==> config.mk <==
export PLATFORM = sky130hd
export DESIGN_NAME = dcp_print
export DESIGN_NICKNAME = d
export VERILOG_FILES = /design/src/rtl/dcp_pkg.sv /design/src/rtl/dcp_print_hex2ascii.sv /design/src/rtl/dcp_print.sv
export SDC_FILE = /design/constraint.sdc
export NUM_CORES = 1
export LEC_CHECK = 0
export CAP_MARGIN = 20
export CORE_MARGIN = 3
export CORE_UTILIZATION = 53
export CTS_CLUSTER_DIAMETER = 80
export CTS_CLUSTER_SIZE = 10
export DETAILED_ROUTE_END_ITERATION = 7
export GPL_ROUTABILITY_DRIVEN = 0
export HOLD_SLACK_MARGIN = 0.1
export MAX_ROUTING_LAYER = met4
export PLACE_DENSITY_LB_ADDON = 0.1
export SYNTH_ARGS = -nofsm -noshare
export SYNTH_HDL_FRONTEND = slang
export SYNTH_SLANG_ARGS = --single-unit
==> constraint.sdc <==
create_clock -name clk -period 3.9 [get_ports clk]
set_clock_uncertainty 0.2 [all_clocks]
set_input_delay 0.78 -clock clk [delete_from_list [all_inputs] [get_ports clk]]
set_output_delay 0.78 -clock clk [all_outputs]
set_load 0.05 [all_outputs]
==> src/rtl/dcp_pkg.sv <==
// Shared definitions for the debug print formatter.
// Optional feature macro: DCP_PRINT_CRLF_EN (adds CR/LF states).
// Holds the FSM encoding, request type codes and ASCII constants.
package dcp_pkg;

`ifdef DCP_PRINT_CRLF_EN
  typedef enum logic [2:0] {
    S_IDLE = 3'd0,
    S_SEND = 3'd1,
    S_ACK  = 3'd2,
    S_HOLD = 3'd3,
    S_CR   = 3'd4,
    S_LF   = 3'd5
  } state_t;
`else
  typedef enum logic [1:0] {
    S_IDLE = 2'd0,
    S_SEND = 2'd1,
    S_ACK  = 2'd2,
    S_HOLD = 2'd3
  } state_t;
`endif

  localparam logic TYPE_CHAR = 1'b0;
  localparam logic TYPE_HEX  = 1'b1;

  localparam logic [7:0] ASC_0  = 8'h30;
  localparam logic [7:0] ASC_UA = 8'h41;
  localparam logic [7:0] ASC_LA = 8'h61;
  localparam logic [7:0] ASC_CR = 8'h0D;
  localparam logic [7:0] ASC_LF = 8'h0A;

endpackage

==> src/rtl/dcp_print_hex2ascii.sv <==
// Nibble to ASCII hex digit converter.
// Latency: combinational.
// Backpressure: none (pure function).
module hex2ascii
  import dcp_pkg::*;
#(
  parameter bit UPPER_CASE = 1'b1
) (
  input  logic [3:0] nib_i,
  output logic [7:0] asc_o
);

  // Digits 0-9 start at '0'; 10-15 start at 'A' or 'a'.
  always_comb begin
    if (nib_i < 4'd10) begin
      asc_o = ASC_0 + {4'h0, nib_i};
    end else begin
      asc_o = (UPPER_CASE ? ASC_UA : ASC_LA) + {4'h0, nib_i} - 8'd10;
    end
  end

endmodule

==> src/rtl/dcp_print.sv <==
// Debug print formatter: serialises raw chars or hex words into ASCII bytes.
// Latency: first byte valid the cycle after req_tx is sampled; 1 byte/cycle.
// Backpressure: d_tx/vld_tx hold while rdy_tx is low. Macro DCP_PRINT_CRLF_EN appends CR LF to hex.
module dcp_print
  import dcp_pkg::*;
#(
  parameter int unsigned HEX_DIGITS = 8,
  parameter bit          UPPER_CASE = 1'b1
) (
  input  logic        clk,
  input  logic        rstn,
  input  logic        req_tx,
  input  logic        type_tx,
  input  logic [31:0] dout_tx,
  output logic        ack_tx,
  output logic [7:0]  d_tx,
  output logic        vld_tx,
  input  logic        rdy_tx,
  output logic        busy
);

  // Unprinted high nibbles are shifted out at load so the next digit is always at the top.
  localparam int unsigned SHIFT = 4 * (8 - HEX_DIGITS);

  state_t      state_q, state_d;
  logic [31:0] word_q, word_d;
  logic [3:0]  cnt_q, cnt_d;
  logic [7:0]  d_q, d_d;
  logic        vld_q, vld_d;
  logic        ack_q, ack_d;
  logic        busy_q, busy_d;
`ifdef DCP_PRINT_CRLF_EN
  logic        type_q, type_d;
`endif

  logic [31:0] load_word;
  logic [7:0]  first_hex;
  logic [7:0]  next_hex;
  logic        xfer;

  assign load_word = dout_tx << SHIFT;
  assign xfer      = vld_q && rdy_tx;

  hex2ascii #(.UPPER_CASE(UPPER_CASE)) u_first (
    .nib_i (load_word[31:28]),
    .asc_o (first_hex)
  );

  hex2ascii #(.UPPER_CASE(UPPER_CASE)) u_next (
    .nib_i (word_q[27:24]),
    .asc_o (next_hex)
  );

  // Next-state and registered-output logic of the print FSM.
  always_comb begin
    state_d = state_q;
    word_d  = word_q;
    cnt_d   = cnt_q;
    d_d     = d_q;
    vld_d   = vld_q;
    ack_d   = 1'b0;
`ifdef DCP_PRINT_CRLF_EN
    type_d  = type_q;
`endif
    case (state_q)
      S_IDLE: begin
        if (req_tx) begin
          word_d  = load_word;
          vld_d   = 1'b1;
          state_d = S_SEND;
`ifdef DCP_PRINT_CRLF_EN
          type_d  = type_tx;
`endif
          if (type_tx == TYPE_HEX) begin
            d_d   = first_hex;
            cnt_d = 4'(HEX_DIGITS);
          end else begin
            d_d   = dout_tx[7:0];
            cnt_d = 4'd1;
          end
        end
      end
      S_SEND: begin
        if (xfer) begin
          if (cnt_q == 4'd1) begin
            cnt_d   = 4'd0;
            vld_d   = 1'b0;
            ack_d   = 1'b1;
            state_d = S_ACK;
`ifdef DCP_PRINT_CRLF_EN
            if (type_q == TYPE_HEX) begin
              vld_d   = 1'b1;
              ack_d   = 1'b0;
              d_d     = ASC_CR;
              state_d = S_CR;
            end
`endif
          end else begin
            cnt_d  = cnt_q - 4'd1;
            word_d = word_q << 4;
            d_d    = next_hex;
          end
        end
      end
`ifdef DCP_PRINT_CRLF_EN
      S_CR: begin
        if (xfer) begin
          d_d     = ASC_LF;
          state_d = S_LF;
        end
      end
      S_LF: begin
        if (xfer) begin
          vld_d   = 1'b0;
          ack_d   = 1'b1;
          state_d = S_ACK;
        end
      end
`endif
      S_ACK: begin
        state_d = S_HOLD;
      end
      S_HOLD: begin
        // A late-dropping requester must not retrigger.
        if (!req_tx) state_d = S_IDLE;
      end
      default: begin
        state_d = S_IDLE;
        vld_d   = 1'b0;
      end
    endcase
    busy_d = (state_d != S_IDLE);
  end

  // State and output registers; reset abandons any transfer in flight.
  always_ff @(posedge clk or negedge rstn) begin
    if (!rstn) begin
      state_q <= S_IDLE;
      word_q  <= '0;
      cnt_q   <= '0;
      d_q     <= '0;
      vld_q   <= 1'b0;
      ack_q   <= 1'b0;
      busy_q  <= 1'b0;
`ifdef DCP_PRINT_CRLF_EN
      type_q  <= TYPE_CHAR;
`endif
    end else begin
      state_q <= state_d;
      word_q  <= word_d;
      cnt_q   <= cnt_d;
      d_q     <= d_d;
      vld_q   <= vld_d;
      ack_q   <= ack_d;
      busy_q  <= busy_d;
`ifdef DCP_PRINT_CRLF_EN
      type_q  <= type_d;
`endif
    end
  end

  assign d_tx   = d_q;
  assign vld_tx = vld_q;
  assign ack_tx = ack_q;
  assign busy   = busy_q;

endmodule
==> metrics.txt, run 1 <==
Mapped Nets 306; Post-DP Area 2770 µm²; drt pass-1 iters 5; global-route wire length before repair 8590 µm; num rows 23; initial core utilization 0.566; All-Layer GR Usage 0.216; worst hold start d_tx[0]$_DFFE_PN0P_; drt total wl 5130 µm; library cells used by synthesis 38; die width 72.3 µm; Final Cell Area 2870 µm²; total congestion overflow 0; CTS H-Tree Depth 2; share of cells above drive strength 1 0.0523; YS warnings 0; met2 WL post-DR 2380 µm; Final Hold Viols 0; kind of cell adding the most delay to the critical path buffers and inverters; I/O pins 48; Layout Utilization 0.697; Post-CTS Hold Fix Bufs 0; Max FO, Critical Path 51; Final Setup Violations 0; clk sinks 45; wire per inst 14.4 µm; CTS Buffer Depth 2; worst skew pair latency 300 ps; core area 4120 µm²; CTS tree built; setup TNS 0 ps; worst hold stages 2; ANT cells 0; Slew headroom 0.341; PortBufs 47; Slowest cell on crit path clkdlybuf4s50_1; clock slew at reported path FFs 80 ps; total power per unit cell area 840 nW/µm²; Hold/Removal Path Class register to register; most area-consuming cells after synthesis dfrtp_1 48%, nand2_1 9.5%, a31oi_1 7.0%; Pins Over Slew Limit 0; Fillers 341; commonest non-fill, non-tap cell in the layout nand2_1; synthesized netlist cell count 265; status finished, final reports clean; R2R cell count 5; dpl hpwl 3640 µm; crit-path max cell delay 520 ps; Final #Nets 347; critical path class input pin to register; critical path cell sequence clkdlybuf4s50_1, nor3b_4, a21o_1, buf_4, nor2_1, a31oi_1; DRT antenna net count 0; Critical R2R Launch state_q[0]$_DFF_PN0_; #FFs+latches synth 45; Synth-to-Final Area Change 23.3%; Mapped Area 2330 µm²; met1 WL 2360 µm; worst vdd ir 0.465 mV; sequential share of the synthesized area 0.484; crit path DAT 2620 ps; Avg Vias per Cell 5.77; crit end category register; CP Buf/Inv Count 2; top routing layer in use met4; Worst Max-Slew Pin Slew 989 ps; f_max 385 MHz; Vert. Die Dim 72.3 µm; # DRC 0; initial DRC count 165; r2r setup slk 1670 ps; antenna violations before repair 0; unrepaired setup endpoints after global routing false; Total Die Area 5220 µm²; Yosys top cell area share 0.484; hold endpoint d_tx[0]$_DFFE_PN0P_; startpoint type of the worst setup path input pin; vias in the first global route 1902; fin crit share 0.667; reg2reg end d_tx[3]$_DFFE_PN0P_; crit path time final 2600 ps; Layout Cells excl Fill 356; most frequent cells in the layout 59 x nand2_1, 46 x clkdlybuf4s50_1, 45 x dfrtp_1, 38 x nor2_1, 26 x a31oi_1; Req. time, crit path 3920 ps; placed cell count 348; leading area contributor after synthesis dfrtp_1; Post-CTS Resized 0; Leakage 0.00123 µW; Max-cap violations 0; TritonCTS buffer count 5; largest net degree at the start of global routing 52; Root Buffer clkbuf_8; Post-CTS Setup Repair Bufs 0; Avg Cell Area, Syn 8.78 µm²; Vias 2055; metal3 WL 272 µm
[how the worst max path moves through the flow]
stage | start | to | slack [ps] | depth (start not counted)
after floorplan | req_tx | d_tx[5]$_DFFE_PN0P_ | 1970 | 5
after detailed placement | req_tx | word_q[20]$_DFFE_PN0P_ | 1020 | 6
after CTS | req_tx | word_q[20]$_DFFE_PN0P_ | 1300 | 6
final | req_tx | word_q[20]$_DFFE_PN0P_ | 1300 | 6
after global routing | req_tx | word_q[14]$_DFFE_PN0P_ | 1080 | 6
after global placement | req_tx | word_q[21]$_DFFE_PN0P_ | 1070 | 6
[synthesized netlist by cell type, drive strengths merged]
cell	n
ha	4
nor4bb	1
a22o	4
o21a	3
a221oi	1
xnor2	2
nand2b	1
nand3b	2
inv	7
a221o	1
nor2b	5
a211oi	2
a21oi	10
dfrtp	45
o22ai	1
o31ai	1
buf	12
o21ai	9
nand3	3
clkbuf	5
a21boi	1
nor3b	3
nor3	3
or3b	1
or3	1
a31oi	26
nor2	38
a21o	4
and3	1
o221ai	1
a21bo	1
o211ai	3
nand4b	3
nand2	59
and4b	1
[power breakdown]
part	internal, µW	switching, µW	total (µW)
Clock	140	152	292
Combinational	489	768	1260
Sequential	690	171	861
Total	1320	1090	2410
[worst reg2reg max path, stage by stage, from the launching register on]
cell      delay, ps
dfrtp_1         540
nor2b_2         570
buf_4           370
nand3b_1        110
o221ai_1        230
o21a_1          160
[cell type report]
cell class | instances | area (µm²) | share of cell area
Sequential cell | 45 | 1130 | 0.392
Multi-Input combinational cell | 196 | 1060 | 0.370
Timing Repair Buffer | 51 | 503 | 0.175
Clock buffer | 6 | 82.6 | 0.0288
Tap cell | 50 | 62.6 | 0.0218
Inverter | 7 | 26.3 | 0.00915
Clock inverter | 1 | 7.51 | 0.00262
[layer usage]
| layer | up-vias | GRT usage |
|---|---|---|
| li1 | 999 | - |
| met1 | 985 | 0.291 |
| met2 | 58 | 0.313 |
| met3 | 13 | 0.0540 |
| met4 | 0 | 0.0835 |
| met5 | - | - |
[state kept, by name, summed over array words and instances (netlist names)]
name	cells
busy	1
d_tx	8
ack_tx	1
word_q	28
state_q	2
cnt_q	4
vld_tx	1
[stage by stage]
stage	total power, µW	worst slack (ps)	hold slack [ps]
floorplan	1820	1970	266
global placement	2080	1070	269
detailed placement	2100	1020	280
CTS	2400	1300	297
global route	2610	1080	318
finish	2410	1300	291
[cells by family (layout without fill, tap and decap cells)]
kind of cell | after synthesis | in the layout | share of synthesized area
simple gates | 122 | 122 | 0.237
compound gates | 68 | 68 | 0.190
flops | 45 | 45 | 0.484
buf+inv | 24 | 65 | 0.0608
fa+ha+maj | 4 | 4 | 0.0215
xor+xnor | 2 | 2 | 0.00753
Note: power is estimated with default switching activity, not from simulation.
==> run 2: changes to the inputs <==
--- a/config.mk
+++ b/config.mk
@@ -7,7 +7,7 @@
 export LEC_CHECK = 0
 export CAP_MARGIN = 20
 export CORE_MARGIN = 3
-export CORE_UTILIZATION = 53
+export CORE_UTILIZATION = 46
 export CTS_CLUSTER_DIAMETER = 80
 export CTS_CLUSTER_SIZE = 10
 export DETAILED_ROUTE_END_ITERATION = 7
==> constraint.sdc (replaced) <==
create_clock -name clk -period 2.14 [get_ports clk]
set_clock_uncertainty 0.2 [all_clocks]
set_input_delay 0.428 -clock clk [delete_from_list [all_inputs] [get_ports clk]]
set_output_delay 0.428 -clock clk [all_outputs]
set_load 0.05 [all_outputs]
==> run 2 against run 1 <==
Core utilization shrank 5.0 points; critical path depth up 1; die area increased by 14%; highest routed layer unchanged; combinational power is 100% higher; clock-buffer cell count down 1; first-iteration DRC count decreased by 44%; cell area rose by 8.7%; routed wire length increased by 6.6%; worst hold slack worse by 21 ps; setup slack worse by 1200 ps; register-to-register slack worse by 1600 ps.
==> metrics.txt, run 2 (synthesis gave the netlist of run 1 again) <==
largest net degree at the start of global routing 46 (was 52); clock slew at reported path FFs 80 ps (about the same); Vias 2087 (was 2055); Req. time, crit path 2130 ps (was 3920 ps); commonest non-fill, non-tap cell in the layout nand2_1 (unchanged); Slowest cell on crit path dfrtp_1 (was clkdlybuf4s50_1); setup TNS 0 ps (unchanged); critical path cell sequence inv_2, ha_2, or3b_4, buf_4, a21o_4, buf_4, o21a_1 (was clkdlybuf4s50_1, nor3b_4, a21o_1, buf_4, nor2_1, a31oi_1); CTS Buffer Depth 2 (unchanged); unrepaired setup endpoints after global routing false (unchanged); Synth-to-Final Area Change 34.0% (was 23.3%); Final #Nets 368 (was 347); Max FO, Critical Path 10 (was 51); f_max 487 MHz; ANT cells 0 (unchanged); total power per unit cell area 1560 nW/µm² (was 840 nW/µm²); Avg Vias per Cell 5.28 (was 5.77); worst hold start d_tx[7]$_DFFE_PN0P_ (was d_tx[0]$_DFFE_PN0P_); vias in the first global route 1865 (was 1902); crit-path max cell delay 390 ps (was 520 ps); Psw 2070 µW (was 1090 µW); die width 77.1 µm (was 72.3 µm); Pins Over Slew Limit 0 (unchanged); dpl hpwl 3860 µm (was 3640 µm); num rows 25 (was 23); Max-cap violations 0 (unchanged); DRT antenna net count 0 (unchanged); drt total wl 5470 µm (was 5130 µm); CTS H-Tree Depth 2 (unchanged); pre-CTS WS -279 ps (was 1020 ps); most frequent cells in the layout 59 x nand2_1, 45 x dfrtp_1, 37 x nor2_1, 37 x clkdlybuf4s50_1, 31 x buf_4 (was 59 x nand2_1, 46 x clkdlybuf4s50_1, 45 x dfrtp_1, 38 x nor2_1, 26 x a31oi_1); Post-CTS Setup Repair Bufs 0 (unchanged); Final WS setup 86.1 ps (was 1300 ps); # DRC 0 (unchanged); fin crit share 0.960; r2r setup slk 90 ps (was 1670 ps); antenna violations before repair 0 (unchanged); TritonCTS buffer count 5 (unchanged); initial DRC count 93 (was 165); CP Buf/Inv Count 3 (was 2); Slew headroom 0.622 (was 0.341); Leakage 0.00137 µW (was 0.00123 µW); Critical R2R Launch cnt_q[1]$_DFFE_PN0P_ (was state_q[0]$_DFF_PN0_); worst skew pair latency 300 ps (about the same); worst vdd ir 0.875 mV (was 0.465 mV); Vert. Die Dim 77.1 µm (was 72.3 µm); most used cell, CP buf_4; CTS tree built (unchanged); Worst Max-Slew Pin Slew 567 ps (was 989 ps); status finished, final reports clean (unchanged); internal power 2800 µW (was 1320 µW); startpoint type of the worst setup path register (was input pin); max reg flops 28 (unchanged); most flop-heavy register word_q (unchanged); crit end category register (unchanged); initial core utilization 0.483 (was 0.566); Root Buffer clkbuf_8 (unchanged); drt pass-1 iters 4 (was 5); global-route wire length before repair 8590 µm (unchanged); Sw Share 0.425 (was 0.453); worst hold slack 270 ps (was 291 ps); R2R cell count 7 (was 5); I/O pins 48 (unchanged); Final Hold Viols 0 (unchanged); Reg power frac 0.318 (was 0.357); critical path class register to register (was input pin to register); clock share of power 0.153 (was 0.121); Post-DP Area 2930 µm² (was 2770 µm²); core area 4820 µm² (was 4120 µm²); crit path DAT 2050 ps (was 2620 ps); total congestion overflow 0 (unchanged); hold endpoint d_tx[7]$_DFFE_PN0P_ (was d_tx[0]$_DFFE_PN0P_); clk sinks 45 (unchanged); PortBufs 47 (unchanged); reg2reg end d_tx[3]$_DFFE_PN0P_ (unchanged); worst hold stages 2 (unchanged); Hold/Removal Path Class register to register (unchanged); Comb pwr share 0.529 (was 0.522); Final Cell Area 3120 µm² (was 2870 µm²); crit path time final 2050 ps; kind of cell adding the most delay to the critical path compound AO/OA/AOI/OAI gates (was buffers and inverters); Total Die Area 5950 µm² (was 5220 µm²); share of cells above drive strength 1 0.155 (was 0.0523); total power 4870 µW (was 2410 µW); Final Setup Violations 0 (unchanged); All-Layer GR Usage 0.185 (was 0.216); wire per inst 13.8 µm (was 14.4 µm)
[run 2: cell count changes in the layout (fill, tap and decap cells not counted), sizes merged]
cell	before	now
buf	5	33
bufinv	0	2
clkdlybuf4s50	46	37
clkinv	0	1
clkinvlp	1	0
dlygate4sd3	0	1
[run 2: worst max-delay path by stage]
stage,from,to,slack (ps),cells after the start
finish,cnt_q[1]$_DFFE_PN0P_,d_tx[3]$_DFFE_PN0P_,90,7
global route,cnt_q[1]$_DFFE_PN0P_,word_q[15]$_DFFE_PN0P_,5,8
CTS,cnt_q[1]$_DFFE_PN0P_,word_q[12]$_DFFE_PN0P_,40,8
detailed placement,rdy_tx,d_tx[6]$_DFFE_PN0P_,-280,5
global placement,rdy_tx,d_tx[6]$_DFFE_PN0P_,-270,5
floorplan,cnt_q[1]$_DFFE_PN0P_,d_tx[3]$_DFFE_PN0P_,260,7
[run 2: power groups by stage]
stage	clock [µW]	combinational [µW]	sequential, µW
CTS	760	2490	1540
global placement	0	2440	1550
detailed placement	0	2470	1560
global route	795	2870	1600
finish	746	2570	1550
floorplan	0	1520	1790
[run 2: metrics by stage]
step	util	std cells
final	0.648	395
after global routing	0.648	395
after CTS	0.638	394
after detailed placement	0.608	385
after global placement	0.608	385
after floorplan	-	265
[run 2: routing by layer]
layer	wire length, µm	global-route usage	up-vias
met5	0	-	-
met2	2670	0.280	46
met4	48	0.0552	0
li1	-	-	1038
met3	210	0.0340	5
met1	2540	0.254	998
[run 2: cell type report]
| type | instances | area (µm²) |
|---|---|---|
| Fill cell | 451 | 1700 |
| Timing Repair Buffer | 72 | 663 |
| Tap cell | 67 | 83.8 |
| Sequential cell | 45 | 1130 |
| Inverter | 7 | 26.3 |
| Clock inverter | 3 | 65.1 |
| Multi-Input combinational cell | 196 | 1090 |
| Clock buffer | 5 | 68.8 |
[run 2: what timing repair did]
action,CTS,global route
pin swaps,0,0
setup endpoints to repair,10,31
endpoints found under the hold margin,45,0
gates cloned,0,1
hold buffers,1,0
gates resized for setup,1,6
[run 2: worst reg2reg max path, cell delays in order (launching register included)]
cell and delay, ps:
dfrtp_1 390, inv_2 60, ha_2 170, or3b_4 390
buf_4 160, a21o_4 240, buf_4 180, o21a_1 170
==> run 3: changes to the inputs <==
--- a/config.mk
+++ b/config.mk
@@ -6,8 +6,7 @@
 export NUM_CORES = 1
 export LEC_CHECK = 0
 export CAP_MARGIN = 20
-export CORE_MARGIN = 3
-export CORE_UTILIZATION = 46
+export CORE_UTILIZATION = 53
 export CTS_CLUSTER_DIAMETER = 80
 export CTS_CLUSTER_SIZE = 10
 export DETAILED_ROUTE_END_ITERATION = 7
==> constraint.sdc (replaced) <==
create_clock -name clk -period 2.5 [get_ports clk]
set_clock_uncertainty 0.2 [all_clocks]
set_input_delay 0.5 -clock clk [delete_from_list [all_inputs] [get_ports clk]]
set_output_delay 0.5 -clock clk [all_outputs]
set_load 0.05 [all_outputs]
==> run 3 against run 2 <==
Flip-flop and latch count did not move; sequential share of layout area grew 2.1 points; non-clock buffer count decreased by 13; final cell count down 7.6%; critical path type is now register to output port.
==> metrics.txt, run 3 (synthesis gave the netlist of run 1 again) <==
CP startpoint vld_tx$_DFFE_PN0P_ (was cnt_q[1]$_DFFE_PN0P_); unrepaired setup endpoints after global routing false (unchanged); CP Buf/Inv Count 1 (was 3); total power 3850 µW (was 4870 µW); worst hold start d_tx[0]$_DFFE_PN0P_ (was d_tx[7]$_DFFE_PN0P_); CTS Buffer Depth 2 (unchanged); Max-cap violations 0 (unchanged); drt pass-1 iters 4 (unchanged); worst hold stages 2 (unchanged); antenna violations before repair 0 (unchanged); Pins Over Slew Limit 0 (unchanged); max reg flops 28 (unchanged); largest net degree at the start of global routing 29 (was 46); vias in the first global route 1846 (was 1865); reg2reg end vld_tx$_DFFE_PN0P_ (was d_tx[3]$_DFFE_PN0P_); commonest non-fill, non-tap cell in the layout nand2_1 (unchanged); # DRC 0 (unchanged); R2R cell count 4 (was 7); Final #Nets 355 (was 368); Post-CTS Hold Fix Bufs 1 (unchanged); wire per inst 14.2 µm (was 13.8 µm); die width 68.3 µm (was 77.1 µm); Reg power frac 0.351 (was 0.318); Slowest cell on crit path clkdlybuf4s50_1 (was dfrtp_1); clock slew at reported path FFs 80 ps (about the same); initial core utilization 0.566 (was 0.483); dpl hpwl 3750 µm (was 3860 µm); clk sinks 45 (unchanged); fin crit share 0.904; Post-CTS Resized 0 (was 1); core area 4120 µm² (was 4820 µm²); r2r setup slk 430 ps (was 90 ps); All-Layer GR Usage 0.256 (was 0.185); PortBufs 47 (unchanged); I/O pins 48 (unchanged); ANT cells 0 (unchanged); total power per unit cell area 1310 nW/µm² (was 1560 nW/µm²); worst skew pair latency 290 ps (was 300 ps); initial DRC count 136 (was 93); global-route wire length before repair 8410 µm (was 8590 µm); Max FO, Critical Path 6 (was 10); crit path time final 2260 ps; Root Buffer clkbuf_8 (unchanged); Comb pwr share 0.522 (was 0.529); Synth-to-Final Area Change 26.7% (was 34.0%); Fillers 328 (was 451); critical path cell sequence clkdlybuf4s50_1 (was inv_2, ha_2, or3b_4, buf_4, a21o_4, buf_4, o21a_1); most flop-heavy register word_q (unchanged); DRT antenna net count 0 (unchanged); crit path DAT 1560 ps (was 2050 ps); Critical R2R Launch state_q[0]$_DFF_PN0_ (was cnt_q[1]$_DFFE_PN0P_); Total Die Area 4660 µm² (was 5950 µm²); Slew headroom 0.545 (was 0.622); Avg Vias per Cell 5.59 (was 5.28); Final Setup Violations 0 (unchanged); Hold/Removal Path Class register to register (unchanged); Req. time, crit path 1800 ps (was 2130 ps); Leakage 0.00128 µW (was 0.00137 µW); status finished, final reports clean (unchanged); Worst Max-Slew Pin Slew 683 ps (was 567 ps); worst vdd ir 0.709 mV (was 0.875 mV); share of cells above drive strength 1 0.0762 (was 0.155); Post-CTS Setup Repair Bufs 0 (unchanged); CTS H-Tree Depth 2 (unchanged); internal power 2140 µW (was 2800 µW); Final Hold Viols 0 (unchanged); f_max 442 MHz; drt total wl 5170 µm (was 5470 µm); setup TNS 0 ps (unchanged); most frequent cells in the layout 59 x nand2_1, 46 x clkdlybuf4s50_1, 45 x dfrtp_1, 38 x nor2_1, 26 x a31oi_1 (was 59 x nand2_1, 45 x dfrtp_1, 37 x nor2_1, 37 x clkdlybuf4s50_1, 31 x buf_4); num rows 23 (was 25); crit end category output port (was register); startpoint type of the worst setup path register (unchanged); total congestion overflow 0 (unchanged); clock share of power 0.126 (was 0.153); Vert. Die Dim 68.3 µm (was 77.1 µm); TritonCTS buffer count 5 (unchanged); kind of cell adding the most delay to the critical path buffers and inverters (was compound AO/OA/AOI/OAI gates); CTS tree built (unchanged); Psw 1710 µW (was 2070 µW); Vias 2041 (was 2087); hold endpoint d_tx[0]$_DFFE_PN0P_ (was d_tx[7]$_DFFE_PN0P_); Sw Share 0.444 (was 0.425); critical path class register to output port (was register to register); crit-path max cell delay 830 ps (was 390 ps)
## run 3: metal layers
layer / part of all wire / GRT usage / vias up
li1: - / - / 1012
met1: 0.45 / 0.332 / 972
met2: 0.49 / 0.407 / 50
met3: 0.046 / 0.0500 / 7
met4: 0.013 / 0.0729 / 0
met5: 0 / - / -
## run 3: area by class of cell
cell class                      count  area, µm²  share of cell area
Sequential cell                    45       1130               0.382
Multi-Input combinational cell    196       1060               0.360
Timing Repair Buffer               59        571               0.193
Clock buffer                        7       96.3              0.0327
Tap cell                           50       62.6              0.0212
Inverter                            7       26.3             0.00891
Clock inverter                      1       5.00             0.00170
## run 3: worst max path at each step
stage	slack, ps	endpoint	cells past startpoint
3_3_place_gp	220	word_q[9]$_DFFE_PN0P_	6
6_report	240	vld_tx	1
3_5_place_dp	150	word_q[5]$_DFFE_PN0P_	6
5_1_grt	140	vld_tx	1
2_1_floorplan	620	d_tx[3]$_DFFE_PN0P_	7
4_1_cts	220	vld_tx	1
## run 3: metrics by stage
step | std cells | setup WS (ps) | hold slack [ps] | util | cell area (µm²)
4_1_cts | 365 | 222 | 293 | 0.717 | 2950
2_1_floorplan | 265 | 621 | 4.41 | - | 2330
6_report | 365 | 240 | 288 | 0.717 | 2950
3_5_place_dp | 356 | 151 | 257 | 0.690 | 2840
5_1_grt | 365 | 138 | 320 | 0.717 | 2950
3_3_place_gp | 356 | 224 | 251 | 0.690 | 2840
## run 3: power by group through the flow
| stage | clock network [µW] | registers, µW | logic, µW |
|---|---|---|---|
| 2_1_floorplan | 0 | 1530 | 1300 |
| 3_3_place_gp | 0 | 1350 | 1970 |
| 3_5_place_dp | 0 | 1360 | 2010 |
| 4_1_cts | 499 | 1350 | 2020 |
| 5_1_grt | 527 | 1400 | 2220 |
| 6_report | 486 | 1350 | 2010 |
==> patch 1 (config.mk and constraints of run 3) <==
The 4 states of `state_t` get a Gray code encoding in 2 bits.
--- a/src/rtl/dcp_pkg.sv
+++ b/src/rtl/dcp_pkg.sv
@@ -15,8 +15,8 @@
 `else
   typedef enum logic [1:0] {
-    S_IDLE = 2'd0,
-    S_SEND = 2'd1,
-    S_ACK  = 2'd2,
-    S_HOLD = 2'd3
+    S_IDLE = 2'b00,
+    S_SEND = 2'b01,
+    S_ACK  = 2'b11,
+    S_HOLD = 2'b10
   } state_t;
 `endif
Check against the original RTL: same outputs for any inputs over 10 cycles, from zero or initial values and one cycle with rstn low; not proved beyond that.
==> patch 1 against run 3 <==
- cell area is 1.8% lower
- critical path type unchanged
- largest cell class unchanged
- synthesized cell count down 3.4%
- total power grew 1.7%
- count of clock-buffer cells in the layout decreased by 1
- sequential cell count stayed put
- worst setup slack gained 0.042 ns
- area after synthesis down 4.2%
- routed wire length down 4.7%
==> patch 1: results (changes against run 3) <==
| Metric | Value |
|---|---|
| Gates resized, CTS repair | `0 (unchanged)` |
| Async set-or-reset flop fraction in the synthesized netlist | `100.0% (unchanged)` |
| Initial antenna violation count | `0 (unchanged)` |
| DR vias | `1968 (was 2041)` |
| LEAKAGE | `1.268 nW (was 1.279 nW)` |
| Clk slew on worst S/H paths | `0.08 ns (about the same)` |
| Max stage delay on crit path | `0.82 ns` |
| Pre-CTS setup slack | `0.1836 ns (was 0.1514 ns)` |
| Crit-path leading delay family | `buffers and inverters (unchanged)` |
| Vias in the first global route | `1857 (was 1846)` |
| Pin count of the biggest net entering global routing | `46 (was 29)` |
| Commonest cells post-synth | `55 x nand2_1, 45 x dfrtp_1, 36 x nor2_1 (was 59 x nand2_1, 45 x dfrtp_1, 38 x nor2_1)` |
| CTS Buffer Depth | `2 (unchanged)` |
| Status | `completed (unchanged)` |
| Placed cell area | `2799 µm² (was 2838 µm²)` |
| Layout cells sized above 1 | `7.792% (was 7.619%)` |
| Post-CTS Setup Bufs | `0 (unchanged)` |
| Sequential area share after synthesis | `50.53% (was 48.39%)` |
| Worst endpoint data arrival time | `1.52 ns (was 1.56 ns)` |
| Number of flip-flops in the largest register | `28 (unchanged)` |
| Largest cells by area after synthesis | `dfrtp_1 51%, nand2_1 9.3%, a31oi_1 8.1%, nor2_1 6.1%, a21oi_1 2.2% (was dfrtp_1 48%, nand2_1 9.5%, a31oi_1 7.0%, nor2_1 6.1%, buf_6 2.4%)` |
| Worst hold path type | `register to register (unchanged)` |
| Final TNS setup | `0 ns (unchanged)` |
| Clk root buf | `clkbuf_8 (unchanged)` |
| Final nets | `348 (was 355)` |
| CP Max Fanout | `4 (was 6)` |
| Post-DR wirelength/cell | `13.76 µm (was 14.16 µm)` |
| Port-buffer cells | `47 (unchanged)` |
| Clock latency on the worst-skew pair | `0.30 ns` |
| Post-DP HPWL | `3574 µm (was 3753 µm)` |
| Peak VDD IR | `973.5 µV (was 708.9 µV)` |
| CTS H-tree lvls | `2 (unchanged)` |
| Largest reg by FF count | `word_q (unchanged)` |
| Gr usage total | `25.58% (was 25.63%)` |
| Syn Nets | `297 (was 306)` |
| CP max-delay cell | `clkdlybuf4s50_1 (unchanged)` |
| Relative slew slack | `53.38% (was 54.46%)` |
| Maxcap violations | `0 (unchanged)` |
| DRT iter0 DRCs | `163 (was 136)` |
| Synth unique cells | `33 (was 38)` |
| First-pass GRT wire length | `8197 µm (was 8411 µm)` |
| CTS Buf Count | `5 (unchanged)` |
| N_diodes | `0 (unchanged)` |
[patch 1: cell types whose count changed after synthesis, sizes merged, moves of 3 or more]
cell           run 3  this run
a31oi             26        29
buf               12         8
inv                7        10
nand2             59        55
nand4b             3         0
nor3               3         0
o21a               3         0
[patch 1: cells by family (layout without fill, tap and decap cells)]
kind of cell,Yosys count,after routing,share of synthesized area (%)
AND/OR/NAND/NOR,111,111,21.73
AO/OA/AOI/OAI,69,69,20.04
flip-flops,45,45,50.53
buffers and inverters,25,77,4.661
adder cells (fa/ha/maj),4,4,2.246
XOR/XNOR,2,2,0.7862
[patch 1: where the power goes]
group          switching (mW)  internal [mW]
clock network           0.256          0.197
logic                    1.27          0.864
registers               0.235           1.09
[patch 1: final timing paths]
kind	start	endpoint	slack (ns)	cells after the start
min in group asynchronous	rstn	d_tx[3]	0.59	3
max in group asynchronous	rstn	word_q[0]	1.12	3
setup reg to reg	state_q[0]	word_q[24]	0.43	4
hold / removal	word_q[3]	word_q[3]	0.30	1
setup / recovery	vld_tx	vld_tx	0.28	1
hold reg to reg	word_q[3]	word_q[3]	0.30	1
[patch 1: per-stage QoR]
stage / cells / power, mW / utilization [%] / hold WS (ns)
final: 358 / 3.916 / 71.89 / 0.3034
after global routing: 358 / 4.253 / 71.89 / 0.3149
after CTS: 358 / 3.953 / 71.89 / 0.2995
after global placement: 349 / 3.424 / 69.47 / 0.2806
after floorplan: 256 / 2.824 / - / 0.004409
after detailed placement: 349 / 3.498 / 69.47 / 0.2830
[patch 1: final cells by class]
type / instances / area [µm²]
fill: 328 / 1132
clock buffer: 6 / 72.57
clock inverter: 2 / 15.01
tap: 50 / 62.56
timing repair buffer: 59 / 570.5
inverter: 10 / 37.54
multi-input combinational: 186 / 1012
sequential: 45 / 1126
[patch 1: per-layer routing]
| metal | vias up | global-route usage [%] | routed length (µm) |
|---|---|---|---|
| li1 | 983 | - | - |
| met1 | 939 | 30.96 | 2160 |
| met2 | 40 | 42.05 | 2488 |
| met3 | 6 | 4.110 | 216 |
| met4 | 0 | 11.17 | 61 |
| met5 | - | - | 0 |
[patch 1: timing repair]
action,CTS,global route
setup endpoints to repair,0,0
hold buffers,1,0
endpoints found under the hold margin,45,0
==> patch 2 (settings of run 3) <==
Without the edit above. `UPPER_CASE` is set to 1'b1 in 2 places; all go to 1'b0.
--- a/src/rtl/dcp_print_hex2ascii.sv
+++ b/src/rtl/dcp_print_hex2ascii.sv
@@ -5,5 +5,5 @@
   import dcp_pkg::*;
 #(
-  parameter bit UPPER_CASE = 1'b1
+  parameter bit UPPER_CASE = 1'b0
 ) (
   input  logic [3:0] nib_i,
--- a/src/rtl/dcp_print.sv
+++ b/src/rtl/dcp_print.sv
@@ -6,5 +6,5 @@
 #(
   parameter int unsigned HEX_DIGITS = 8,
-  parameter bit          UPPER_CASE = 1'b1
+  parameter bit          UPPER_CASE = 1'b0
 ) (
   input  logic        clk,
Function: changed (Yosys sat finds a counterexample within 4 cycles, from zero or initial values and one cycle with rstn low).
==> patch 2 against run 3 <==
- routed wire length shrank 2.2%
- total power grew 7.8%
- cell area grew 4.8%
- worst setup slack gained 0.021 ns
- critical path depth is the same
- fmax grew 0.95%
- clock power grew 1%
- sequential cell count is the same
- global-route usage shrank 2.1 points
- synthesized cell count shrank 1.9%
- area after synthesis grew 6.4%
==> patch 2: results (changes against run 3) <==
| Metric | Value |
|---|---|
| Internal power | `2.276 mW (was 2.140 mW)` |
| Gr usage total | `23.55% (was 25.63%)` |
| Hold_sp | `word_q[3] (was d_tx[0])` |
| Status | `completed (unchanged)` |
| Syn Area/Cell | `9.524 µm² (was 8.782 µm²)` |
| Worst-margin pin slew | `0.5438 ns (was 0.6830 ns)` |
| Pin count of the biggest net entering global routing | `43 (was 29)` |
| Peak VDD IR | `590.6 µV (was 708.9 µV)` |
| Sequential area share after synthesis | `45.48% (was 48.39%)` |
| Pre-CTS setup slack | `0.1708 ns (was 0.1514 ns)` |
| DRT iter0 DRCs | `115 (was 136)` |
| Worst R2R Start | `cnt_q[1] (was state_q[0])` |
| Final wirelength | `5057 µm (was 5170 µm)` |
| CP Max Fanout | `5 (was 6)` |
| Fin cells | `362 (was 365)` |
| Worst endpoint data arrival time | `1.54 ns (was 1.56 ns)` |
| Commonest cells post-synth | `57 x nand2_1, 45 x dfrtp_1, 30 x nor2_1 (was 59 x nand2_1, 45 x dfrtp_1, 38 x nor2_1)` |
| Fillcell total | `367 (was 328)` |
| Synth unique cells | `43 (was 38)` |
| Syn Nets | `301 (was 306)` |
| DR vias/cell | `5.420 (was 5.592)` |
| Placed Instances | `353 (was 356)` |
| Post-DP HPWL | `3712 µm (was 3753 µm)` |
| Placed cell area | `2978 µm² (was 2838 µm²)` |
| Vias in the first global route | `1842 (was 1846)` |
patch 2: cell count changes after synthesis, sizes merged, moves of 2 or more:
cell    delta
nand3b     -2
o21a       -3
nand2      -2
a21oi      +2
inv        +5
a21o       -2
xor2       +2
nand2b     +2
nor2b      -2
nor2       -4
o211ai     -2
patch 2: final cells by class:
class	instances	share of cell area, %
clock buffer	7	3.119
clock inverter	1	0.1620
inverter	12	1.458
multi-input combinational	187	38.48
sequential	45	36.45
tap	52	2.106
timing repair buffer	58	18.23
patch 2: cells by family (layout without fill, tap and decap cells):
kind of cell | Yosys count | in the layout | synth area share (%)
simple gates | 112 | 112 | 20.36
compound gates | 67 | 67 | 23.65
flops | 45 | 45 | 45.48
buf+inv | 28 | 78 | 7.074
fa+ha+maj | 4 | 4 | 2.021
xor+xnor | 4 | 4 | 1.415
patch 2: metrics by stage:
step | power, mW | utilization (%)
floorplan | 3.208 | -
global placement | 3.622 | 67.46
detailed placement | 3.685 | 67.46
CTS | 4.190 | 69.98
global route | 4.499 | 69.98
finish | 4.149 | 69.98
patch 2: worst paths after layout:
path	slack, ns	endpoint	depth (start not counted)
setup reg to reg	0.49	word_q[7]	7
hold / removal	0.31	word_q[3]	1
setup / recovery	0.26	vld_tx	1
max in group asynchronous	1.13	word_q[11]	3
min in group asynchronous	0.42	busy	2
hold reg to reg	0.31	word_q[3]	1
patch 2: power groups by stage:
stage          clock (mW)  sequential [mW]  combinational [mW]
4_1_cts             0.509             1.33                2.35
5_1_grt             0.543             1.38                2.58
3_3_place_gp            0             1.33                2.29
3_5_place_dp            0             1.34                2.34
6_report            0.493             1.33                2.33
2_1_floorplan           0             1.54                1.67
patch 2: worst reg2reg max path, delay by kind of cell, from the launching register on:
family	cells	cell delay, ns
simple gates	2	0.62
buf+inv	2	0.30
compound gates	2	0.23
fa+ha+maj	1	0.13
flops	1	0.39
patch 2: routing by layer:
metal  wire length [µm]  track usage (%)  vias to the layer above
met2               2369            34.92                       44
met1               2442            32.83                      927
met4                 17            6.000                        0
met3                228            5.195                        2
met5                  0                -                        -
li1                   -                -                      989
